==> src/rtl/sr_flag_arbiter_pkg.sv <==
// Shared types and the SR collision rule for the flag-bank arbiter.
package sr_flag_pkg;

  typedef enum logic [1:0] {
    OP_NOP = 2'b00,
    OP_CLR = 2'b01,
    OP_SET = 2'b10,
    OP_TOG = 2'b11
  } op_t;

  // Next value of an SR cell; a simultaneous S and R resolves by clr_wins so it never goes X.
  function automatic logic resolve_sr(input logic s, input logic r, input logic cur,
                                      input logic clr_wins);
    case ({s, r})
      2'b10:   return 1'b1;
      2'b01:   return 1'b0;
      2'b11:   return ~clr_wins;
      default: return cur;
    endcase
  endfunction

endpackage

==> src/rtl/sr_flag_arbiter_cell.sv <==
// One event flag: a 1-bit SR register with synchronous active-low reset.
module sr_flag_cell
  import sr_flag_pkg::*;
#(
  parameter bit CLR_WINS = 1'b1
) (
  input  logic clk,
  input  logic rst_n,
  input  logic s_i,
  input  logic r_i,
  output logic q_o
);

  logic q_q, q_d;

  always_comb q_d = resolve_sr(s_i, r_i, q_q, CLR_WINS);

  always_ff @(posedge clk) begin
    if (!rst_n) q_q <= 1'b0;
    else        q_q <= q_d;
  end

  assign q_o = q_q;

endmodule

==> src/rtl/sr_flag_arbiter.sv <==
// Round-robin shared write port onto a bank of SR event flags, merged with
// per-flag hardware set/clear strobes through a one-stage apply register.
module sr_flag_arbiter
  import sr_flag_pkg::*;
#(
  parameter int NREQ     = 4,
  parameter int NFLAG    = 8,
  parameter int IDXW     = $clog2(NFLAG),
  parameter int CLR_WINS = 1,
  localparam int GW      = $clog2(NREQ)
) (
  input  logic                 clk,
  input  logic                 rst_n,
  input  logic [NREQ-1:0]      req_valid,
  output logic [NREQ-1:0]      req_ready,
  input  logic [2*NREQ-1:0]    req_op,
  input  logic [IDXW*NREQ-1:0] req_idx,
  input  logic [NFLAG-1:0]     hw_set,
  input  logic [NFLAG-1:0]     hw_clr,
  output logic [NFLAG-1:0]     flags,
  output logic [NFLAG-1:0]     flags_n,
  output logic                 grant_valid,
  output logic [GW-1:0]        grant_id,
  output logic                 err_range
);

  logic [GW-1:0]   ptr_q, ptr_d;
  logic            cmd_valid_q;
  op_t             cmd_op_q;
  logic [IDXW-1:0] cmd_idx_q;
  logic [GW-1:0]   cmd_id_q;
  logic            err_q;

  op_t             req_op_a  [NREQ];
  logic [IDXW-1:0] req_idx_a [NREQ];
  logic            gnt_found, hs;
  logic [GW-1:0]   gnt_id, cand;

  logic [NFLAG-1:0] flags_q, hit_v, set_v, clr_v;

  for (genvar g = 0; g < NREQ; g++) begin : g_req
    assign req_op_a[g]  = op_t'(req_op[2*g +: 2]);
    assign req_idx_a[g] = req_idx[IDXW*g +: IDXW];
  end

  // Walk upward from the pointer, wrapping at NREQ; first valid requester wins.
  always_comb begin
    gnt_found = 1'b0;
    gnt_id    = '0;
    cand      = ptr_q;
    for (int unsigned o = 0; o < NREQ; o++) begin
      if (!gnt_found && req_valid[cand]) begin
        gnt_found = 1'b1;
        gnt_id    = cand;
      end
      cand = (cand == GW'(NREQ-1)) ? '0 : cand + 1'b1;
    end
  end

  assign hs    = rst_n & gnt_found;
  assign ptr_d = (gnt_id == GW'(NREQ-1)) ? '0 : gnt_id + 1'b1;

  always_comb begin
    req_ready = '0;
    if (hs) req_ready[gnt_id] = 1'b1;
  end

  always_ff @(posedge clk) begin
    if (!rst_n) begin
      ptr_q       <= '0;
      cmd_valid_q <= 1'b0;
      cmd_op_q    <= OP_NOP;
      cmd_idx_q   <= '0;
      cmd_id_q    <= '0;
      err_q       <= 1'b0;
    end else begin
      err_q       <= cmd_valid_q && (32'(cmd_idx_q) >= NFLAG);
      cmd_valid_q <= hs;
      if (hs) begin
        ptr_q     <= ptr_d;
        cmd_op_q  <= req_op_a[gnt_id];
        cmd_idx_q <= req_idx_a[gnt_id];
        cmd_id_q  <= gnt_id;
      end
    end
  end

  // TOGGLE turns into S or R from the registered flag value.
  for (genvar k = 0; k < NFLAG; k++) begin : g_flag
    assign hit_v[k] = cmd_valid_q && (cmd_idx_q == IDXW'(k));
    assign set_v[k] = hw_set[k] | (hit_v[k] & ((cmd_op_q == OP_SET) |
                                               ((cmd_op_q == OP_TOG) & ~flags_q[k])));
    assign clr_v[k] = hw_clr[k] | (hit_v[k] & ((cmd_op_q == OP_CLR) |
                                               ((cmd_op_q == OP_TOG) &  flags_q[k])));
    sr_flag_cell #(.CLR_WINS(CLR_WINS != 0)) u_cell (
      .clk   (clk),
      .rst_n (rst_n),
      .s_i   (set_v[k]),
      .r_i   (clr_v[k]),
      .q_o   (flags_q[k])
    );
  end

  assign flags       = flags_q;
  assign flags_n     = ~flags_q;
  assign grant_valid = cmd_valid_q;
  assign grant_id    = cmd_id_q;
  assign err_range   = err_q;

endmodule

==> config.mk <==
export PLATFORM = sky130hd
export DESIGN_NAME = sr_flag_arbiter
export DESIGN_NICKNAME = d
export VERILOG_FILES = /design/src/rtl/sr_flag_arbiter_pkg.sv /design/src/rtl/sr_flag_arbiter_cell.sv /design/src/rtl/sr_flag_arbiter.sv
export SDC_FILE = /design/constraint.sdc
export NUM_CORES = 1
export LEC_CHECK = 0
export CAP_MARGIN = 20
export CORE_MARGIN = 3
export CORE_UTILIZATION = 25
export DETAILED_ROUTE_END_ITERATION = 7
export HOLD_SLACK_MARGIN = 0.06
export PLACE_DENSITY = 0.64
export SLEW_MARGIN = 40
export SYNTH_ARGS = -nofsm -noshare
export SYNTH_HDL_FRONTEND = slang
export SYNTH_SLANG_ARGS = --single-unit
export TNS_END_PERCENT = 30
==> constraint.sdc <==
create_clock -name clk -period 2.45 [get_ports clk]
set_input_delay 0.6125 -clock clk [delete_from_list [all_inputs] [get_ports clk]]
set_output_delay 0.6125 -clock clk [all_outputs]
set_load 0.01 [all_outputs]
==> results.cfg <==
[run_status]
status = finished with violations
violations = negative setup slack

[sta]
period_minus_slack_ns = 2.82
fin_ws_ns = -0.374
hold_viol = 0
skew_ns = 0.00359
setup-violations-final = 4
holdWs_ns = 0.463
grt_setup_unrepaired = yes
max_clock_freq_mhz = 354
drv_slew = 0
fin_setup_tns_ns = -1.38
final.period_utilization = 1.15

[floorplanning]
die_area_sq_um = 6590
pin_count = 66
floorplan.initialDensity = 0.267
core-area_sq_um = 5300
num_rows = 26
dieWidth_um = 81.2
die_h_um = 81.2

[finish]
fillers = 530
diodes = 0
multiInputGateArea_sq_um = 1020
drive_above_1_share = 0.278
fin_util = 0.463
final_nets = 304
synthToLayoutAreaGrowth_pct = 73.5
regArea_sq_um = 363

[synth]
synth-compound-area-share = 0.296
synthCells = 176
synthAdderAreaFrac = 0.0168
synth.area.top_cells = dfxtp_1, a211oi_1, nor4b_1
synth.yosys.seq_area_share = 0.255
muxShareOfSynthArea = 0.0451
synth-simple-area-share = 0.249
ys_seq_elements = 18
synth.distinct_cells = 42
yosys.area.top_type_share = 0.255
yosysWarnings = 0
synth-main-ff-cell = dfxtp_1
synth_area_sq_um = 1410
synth_edf_count = 0
async_flop_share = 0
syn_nets = 219
synth_top_family_by_area = compound AO/OA/AOI/OAI gates
synth_xor_area_frac = 0.0124
postSynthAreaPerCell_sq_um = 8.03
synth_area_leader_cell = dfxtp_1

[grt]
grt_max_degree = 18
grt_use_total = 0.139
grt_pass1_vias = 1501
grt_overflow = 0
grt_pass1_wl_mm = 7.16
antenna_found_initial = 0

[clock_network]
cts_tree = yes
htreeDepth = 1
cts_sinks = 18
cts_root_buf = clkbuf_8
cts.path.max_buffers = 2
cts_hold_buf = 0
cts_buffers = 3
clk_pin_slew_ns = 0.06
insertion_delay_ns = 0.25

[placed_design]
place.gp.congestion = 0.787
place_hpwl_mm = 3.62
port_buffers = 64

[routing]
finalWirelength_mm = 4.62
vias = 1565
drc = 0
via_per_inst = 4.76
postRouteAntennaNets = 0
wl_per_cell_um = 14.0
drtPass1Iterations = 4
drtIter0Drc = 46

[critical_path]
ff2ff_path_depth = 11
start_kind = flip-flop
critPathRequiredTime_ns = 1.84
cp-startpoint = ptr_q[0]
timing.critical_path.to = req_ready[0]
reg2reg_from = ptr_q[0]
r2r_setup_slack_ns = 0.21
worstPathMaxFanout = 8
cp-end-kind = output pin
worst-setup-path-type = flip-flop to output pin
worstPathArrival_ns = 2.21
r2r_end = cmd_op_q[0]

[pwr]
peakVddDrop_v = 0.000492
p_leak_nw = 0.930
power_density_nw_per_um2 = 1040

[worst_hold_path]
hold_class = flip-flop to flip-flop

[flow_run]
maxCapViolCount = 0
[timing repair]
item | in CTS | in global routing
setup buffers | 6 | 2
setup endpoints to repair | 9 | 6
pin swaps | 6 | 6
resized for setup | 39 | 10
[cells in the mapped netlist (2+ instances only)]
cell type and instances:
buf_2 5, nor3_1 12, nand3_1 8, a211oi_1 11
a21boi_0 5, nor2b_1 3, o21ai_0 7, a2111oi_0 2
a21oi_1 4, inv_1 11, mux2i_1 3, buf_6 3
clkbuf_1 2, nor4b_1 8, a21boi_1 2, nand2b_1 3
nand2_1 17, o21ai_1 3, nor2_1 11, dfxtp_1 18
o31ai_2 5, o211a_1 5, buf_4 9
[area by class of cell]
cell class | count | area share
multi-input cells | 128 | 0.414
repair buffers | 99 | 0.369
flip-flops and latches | 18 | 0.148
well taps | 70 | 0.0357
clock buffers | 3 | 0.0168
inverters | 11 | 0.0168
[cells by family (layout without fill, tap and decap cells)]
kind of cell | count (synthesis) | count (layout)
flops | 18 | 18
fa+ha+maj | 2 | 2
mux | 5 | 5
other cells | 1 | 1
buf+inv | 30 | 113
xor+xnor | 2 | 2
simple gates | 67 | 67
compound gates | 51 | 51
[cells in the final DEF (no fill, tap or decap), types with 7 or more instances in the layout]
cell type / instances
nor3_1: 11
o21ai_0: 7
a211oi_1: 11
dfxtp_1: 16
nor2_1: 9
nor4b_1: 8
clkdlybuf4s50_1: 56
buf_4: 30
nand3_1: 8
nand2_1: 17
inv_1: 11
[metal layers]
metal	routed length [um]	vias to the layer above	global-route usage
li1	-	808	-
met1	2200	697	0.193
met2	2040	53	0.216
met3	314	7	0.0244
met4	66	0	0.0456
met5	0	-	0
[worst min-delay path by stage]
stage                start           to  cells past startpoint
6_report       grant_id[1]  grant_id[1]                      2
5_1_grt        grant_id[1]  grant_id[1]                      2
4_1_cts        grant_id[1]  grant_id[1]                      2
3_5_place_dp   grant_id[1]  grant_id[1]                      2
3_3_place_gp   grant_id[1]  grant_id[1]                      2
2_1_floorplan  cmd_op_q[0]  cmd_op_q[0]                      2
[through the flow]
| stage | cell area (sq um) | total power, mW | instances | setup WS, ns |
|---|---|---|---|---|
| floorplan | 1480 | 1.50 | 176 | -0.140 |
| finish | 2450 | 2.55 | 329 | -0.374 |
| global route | 2450 | 2.75 | 329 | -0.468 |
| global placement | 2270 | 2.07 | 319 | -1.05 |
| CTS | 2410 | 2.46 | 327 | -0.387 |
| detailed placement | 2270 | 2.08 | 319 | -1.07 |
[where the power goes]
group          switching (mW)  internal (mW)
combinational           0.884           1.00
clock                  0.0942          0.109
sequential             0.0868          0.374
[registers in the layout, indices dropped and copies added, names as in the netlist]
signal and cells:
g_flag.u_cell.q_o 8, cmd_op_q 2, cmd_idx_q 3, ptr_q 2, grant_id 2, grant_valid 1
[worst max-delay path: stages, from the launching register on]
cell	delay, ns
dfxtp_2	0.36
buf_4	0.13
buf_8	0.13
mux2i_4	0.28
mux2i_4	0.12
buf_6	0.14
a221oi_4	0.24
nor2_4	0.08
buf_4	0.15
nor3b_4	0.18
buf_2	0.16
(Power assumes the default switching activity.)
